**src/rtl/rf_pkg.sv**
```systemverilog
// Shared definitions for the multi-port register file: address-width helper,
// default-configuration slice types and the hardwired-zero register index.
package rf_pkg;

    localparam int unsigned ZERO_ADDR = 0;

    // Never returns 0, so a degenerate SIZE still yields a legal vector width.
    function automatic int unsigned rf_addr_width(input int unsigned size);
        return (size <= 2) ? 1 : $clog2(size);
    endfunction

    typedef logic [15:0] rf_word_t;
    typedef logic [2:0]  rf_addr_t;

endpackage

```
**src/rtl/vDFFER.sv**
```systemverilog
// Enabled D flip-flop bank with asynchronous active-high clear to zero.
module vDFFER #(
    parameter int unsigned WIDTH = 1
) (
    input  logic             clk_i,
    input  logic             rst_i,
    input  logic             en_i,
    input  logic [WIDTH-1:0] d_i,
    output logic [WIDTH-1:0] q_o
);

    logic [WIDTH-1:0] data_q;

    always_ff @(posedge clk_i or posedge rst_i) begin
        if (rst_i) begin
            data_q <= '0;
        end else if (en_i) begin
            data_q <= d_i;
        end
    end

    assign q_o = data_q;

endmodule

```
**src/rtl/regfile_mp.sv**
```systemverilog
// Multi-port register file with fixed write priority, optional zero register,
// optional write-to-read bypass and a per-register busy scoreboard.
module regfile_mp
    import rf_pkg::*;
#(
    parameter  int unsigned WIDTH      = 16,
    parameter  int unsigned SIZE       = 8,
    parameter  int unsigned NR         = 2,
    parameter  int unsigned NW         = 1,
    parameter  int unsigned ZERO_REG   = 0,
    parameter  int unsigned BYPASS     = 1,
    localparam int unsigned ADDR_WIDTH = rf_addr_width(SIZE)
) (
    input  logic                     clk,
    input  logic                     reset,
    input  logic [NW-1:0]            wr_en,
    input  logic [NW*ADDR_WIDTH-1:0] wr_addr,
    input  logic [NW*WIDTH-1:0]      wr_data,
    input  logic [NR*ADDR_WIDTH-1:0] rd_addr,
    output logic [NR*WIDTH-1:0]      rd_data,
    output logic [NR-1:0]            rd_busy,
    input  logic                     issue_en,
    input  logic [ADDR_WIDTH-1:0]    issue_addr,
    output logic [SIZE-1:0]          busy_vec
);

    logic [SIZE-1:0]       wr_hit;
    logic [SIZE-1:0]       reg_we;
    logic [SIZE-1:0]       issue_hit;
    logic [SIZE-1:0]       busy_d;
    logic [SIZE-1:0]       busy_q;
    logic [WIDTH-1:0]      reg_wd [SIZE];
    logic [WIDTH-1:0]      regs_q [SIZE];
    logic [ADDR_WIDTH-1:0] rd_idx;

    // Ascending scan lets the highest-index matching port overwrite lower ones.
    // Writes seen while reset is high are discarded, which also blanks bypass.
    always_comb begin
        wr_hit = '0;
        for (int r = 0; r < SIZE; r++) begin
            reg_wd[r] = '0;
            for (int k = 0; k < NW; k++) begin
                if (wr_en[k] && (wr_addr[k*ADDR_WIDTH +: ADDR_WIDTH] == ADDR_WIDTH'(r))) begin
                    wr_hit[r] = 1'b1;
                    reg_wd[r] = wr_data[k*WIDTH +: WIDTH];
                end
            end
        end
        wr_hit = wr_hit & {SIZE{~reset}};
    end

    // Issue beats a same-cycle write: the newly issued producer is younger.
    always_comb begin
        reg_we    = wr_hit;
        issue_hit = '0;
        for (int r = 0; r < SIZE; r++) begin
            issue_hit[r] = issue_en && (issue_addr == ADDR_WIDTH'(r));
        end
        busy_d = (busy_q & ~wr_hit) | issue_hit;
        if (ZERO_REG != 0) begin
            reg_we[ZERO_ADDR] = 1'b0;
            busy_d[ZERO_ADDR] = 1'b0;
        end
    end

    for (genvar r = 0; r < SIZE; r++) begin : g_reg
        vDFFER #(.WIDTH(WIDTH)) u_reg (
            .clk_i (clk),
            .rst_i (reset),
            .en_i  (reg_we[r]),
            .d_i   (reg_wd[r]),
            .q_o   (regs_q[r])
        );
    end

    vDFFER #(.WIDTH(SIZE)) u_busy (
        .clk_i (clk),
        .rst_i (reset),
        .en_i  (1'b1),
        .d_i   (busy_d),
        .q_o   (busy_q)
    );

    assign busy_vec = busy_q;

    // Zero-register override is applied last so it also masks bypassed data.
    always_comb begin
        rd_data = '0;
        rd_busy = '0;
        rd_idx  = '0;
        for (int j = 0; j < NR; j++) begin
            rd_idx                    = rd_addr[j*ADDR_WIDTH +: ADDR_WIDTH];
            rd_data[j*WIDTH +: WIDTH] = regs_q[rd_idx];
            rd_busy[j]                = busy_q[rd_idx];
            if ((BYPASS != 0) && wr_hit[rd_idx]) begin
                rd_data[j*WIDTH +: WIDTH] = reg_wd[rd_idx];
                rd_busy[j]                = 1'b0;
            end
            if ((ZERO_REG != 0) && (rd_idx == ADDR_WIDTH'(ZERO_ADDR))) begin
                rd_data[j*WIDTH +: WIDTH] = '0;
                rd_busy[j]                = 1'b0;
            end
        end
    end

endmodule

```
**config.mk**
```make
export PLATFORM = sky130hd
export DESIGN_NAME = regfile_mp
export DESIGN_NICKNAME = d
export VERILOG_FILES = /design/src/rtl/rf_pkg.sv /design/src/rtl/vDFFER.sv /design/src/rtl/regfile_mp.sv
export SDC_FILE = /design/constraint.sdc
export NUM_CORES = 1
export LEC_CHECK = 0
export BUFFER_PORTS_ARGS = -buffer_cell sky130_fd_sc_hd__buf_4
export CAP_MARGIN = 20
export CORE_MARGIN = 4
export CORE_UTILIZATION = 50
export DETAILED_ROUTE_END_ITERATION = 6
export GPL_ROUTABILITY_DRIVEN = 0
export PLACE_DENSITY = 0.76
export SLEW_MARGIN = 20
export SYNTH_ARGS = -nofsm -noshare
export SYNTH_HDL_FRONTEND = slang
export SYNTH_SLANG_ARGS = --single-unit
```
**constraint.sdc**
```tcl
create_clock -name clk -period 13.8 [get_ports clk]
set_input_delay 2.76 -clock clk [delete_from_list [all_inputs] [get_ports clk]]
set_output_delay 2.76 -clock clk [all_outputs]
set_load 0.03 [all_outputs]
```
==> results.yml <==
timing:
  final_hold_viol_count: 0
  setup_ws_ns: 6.09
  fin_crit_ns: 7.71
  rsz0062_at_grt: "false"
  tightest_slew_ns: 1.09
  slew_headroom: 0.274
  setup_viol: 0
  fin_crit_sh: 0.558
  setup_tns_ns: 0
  finalMaxSlewViolations: 0
  max_freq_mhz: 130
  clock_skew_ns: 0
clock_network:
  cts_inserted_buffers: 17
  clk_latency_ns: 0.42
  ctsHtreeMaxLevel: 4
  cts_root_buf: "clkbuf_16"
  hold_buffers: 0
  post_cts_resized: 0
  clock_path_buffers: 2
  cts_sinks: 136
  clk_pin_slew_ns: 0.05
  post_cts_buffers: 0
  cts_tree: "done"
yosys:
  ys_warn_count: 0
  synth_nets: 522
  avgSynthCellArea_sq_um: 16.4
  synth_adder_area_share: 0
  synth_top_family_by_area: "multiplexers"
  synth_compound_area_frac: 0.00872
  ys_ff_latch: 136
  synth.distinct_cells: 30
  synth_simple_gate_area_frac: 0.0185
  muxShareOfSynthArea: 0.497
  synth_area_sq_mm: 0.00803
  synthCells: 490
  synth_xor_xnor_area_share: 0.00654
  seq_area_frac_synth: 0.424
worst_setup_path:
  r2r_cells: 1
  end_kind: "output port"
  cp-start-kind: "input port"
  crit_start: "rd_addr[0]"
  path_class: "input port to output port"
  reg2reg_from: "g_reg[5].u_reg.q_o[1]"
  cp_max_fo: 35
  regToRegEndpoint: "g_reg[5].u_reg.q_o[1]"
  worstPathRequired_ns: 11.04
  rrSetupSlack_ns: 12.99
  cp.arrival_ns: 4.95
  endpoint: "rd_data[13]"
placement:
  pre_cts_slack_ns: 6.09
  dp_hpwl_mm: 11.6
  port_buffers: 73
pwr:
  p_per_area_mw_per_mm2: 160
  peakVddDrop_mv: 0.0950
  p_leak_uw: 0.00415
layout:
  regArea_sq_mm: 0.00340
  fillers: 1230
  antenna_cells: 0
  area_delta_synth_final_pct: 14.7
  multi_input_area_sq_mm: 0.00427
  drive_gt1_frac: 0.550
  nets: 572
floorplan:
  die_h_um: 135
  die_x_um: 135
  core_area_sq_mm: 0.0158
  ioPinCount: 74
  start_util: 0.508
  num_rows: 46
  die_area_sq_mm: 0.0182
routing:
  routed_via_density: 6.11
  ant_nets: 0
  drc_errors: 0
  vias: 4702
  wl_per_cell_um: 24.2
  firstDrtPassIters: 4
  drt-total-wl_mm: 18.6
  first_iter_violations: 304
status:
  status: "complete, no violations"
global_routing:
  first_global_vias: 5144
  antenna_found_initial: 0
  grt_usage: 0.213
  overflow: 0
  grt_max_degree: 78
  grt_pass1_wl_mm: 29.1
worst_hold_path:
  hold_path_class: "flop to flop"
job:
  maxCapViolCount: 0
[cell usage after synthesis (all sizes together)]
cell type	number	area share
nor2	2	0.00093
nand2	3	0.0014
mux2	194	0.28
and3b	1	0.0011
and2	2	0.0016
dfrtp	136	0.42
a32o	3	0.0037
nor3b	3	0.0055
nand3	1	0.00062
inv	7	0.0033
clkbuf	2	0.00093
buf	48	0.041
mux4	68	0.22
nor2b	2	0.0016
a22o	1	0.0011
nand3b	3	0.0028
o32ai	3	0.0033
nand4	2	0.0016
o21ai	1	0.00062
and3	2	0.0016
xnor2	6	0.0065
[worst min-delay path by stage]
| stage | depth (start not counted) | to | from |
|---|---|---|---|
| finish | 1 | g_reg[6].u_reg.q_o[6] | g_reg[6].u_reg.q_o[6] |
| global route | 1 | g_reg[6].u_reg.q_o[5] | g_reg[6].u_reg.q_o[5] |
| CTS | 1 | g_reg[6].u_reg.q_o[6] | g_reg[6].u_reg.q_o[6] |
| detailed placement | 1 | g_reg[6].u_reg.q_o[6] | g_reg[6].u_reg.q_o[6] |
| global placement | 1 | g_reg[6].u_reg.q_o[0] | g_reg[6].u_reg.q_o[0] |
| floorplan | 1 | g_reg[6].u_reg.q_o[0] | g_reg[6].u_reg.q_o[0] |
[where the power goes]
part	total, uW	leakage (uW)	internal (uW)	switching, uW
clock	485	0.000307	319	166
combinational	430	0.00219	247	184
sequential	557	0.00166	492	64.9
[per-layer routing]
metal  global-route usage  wire length [um]
met4               0.0667               279
met1                0.276              7670
met2                0.363              9440
met5                    0                 0
met3               0.0451              1220
[area by class of cell]
type / count / share of cell area
multi-input cells: 297 / 0.463
inverters: 7 / 0.00312
clock buffers: 19 / 0.0470
well taps: 216 / 0.0293
flip-flops and latches: 136 / 0.369
repair buffers: 81 / 0.0660
clock inverters: 13 / 0.0220
[worst max-delay path, stage by stage]
cell     delay (ns)
buf_4          0.48
xnor2_1        0.19
nand4_1        0.55
buf_4          0.45
mux2_4         0.32
buf_4          0.17
[state kept, by name, summed over array words and instances, names as in the netlist]
signal	flops
g.u_reg.q_o	128
u_busy.q_o	8
[cells in the final DEF (no fill, tap or decap), types with 3 or more instances in the layout]
| cell type | Yosys | routed |
|---|---|---|
| clkinv_2 | 0 | 4 |
| inv_1 | 7 | 6 |
| mux2_1 | 18 | 18 |
| dfrtp_1 | 136 | 136 |
| buf_4 | 9 | 81 |
| mux2_4 | 18 | 18 |
| nand2_1 | 3 | 3 |
| bufinv_16 | 0 | 5 |
| mux4_1 | 56 | 56 |
| xnor2_1 | 6 | 6 |
| clkbuf_16 | 0 | 17 |
| a32o_1 | 3 | 3 |
| o32ai_1 | 3 | 3 |
| mux2_2 | 158 | 158 |
| mux4_2 | 12 | 12 |
| nand3b_1 | 3 | 3 |
[cells by family after synthesis]
family                 Yosys count
buffers and inverters           57
XOR/XNOR                         6
flip-flops                     136
AND/OR/NAND/NOR                 21
multiplexers                   262
AO/OA/AOI/OAI                    8
[metrics by stage]
stage                     utilization  hold WS [ns]  instance area (sq um)  cells  power (uW)
after global placement          0.542         0.474                   8580    737         973
after detailed placement        0.542         0.489                   8580    737         994
after CTS                       0.582         0.501                   9210    769        1480
final                           0.582         0.500                   9210    769        1470
after floorplan                     -         0.463                   8030    490         872
after global routing            0.582         0.528                   9210    769        1540
Power figures use the tool's default switching activity.
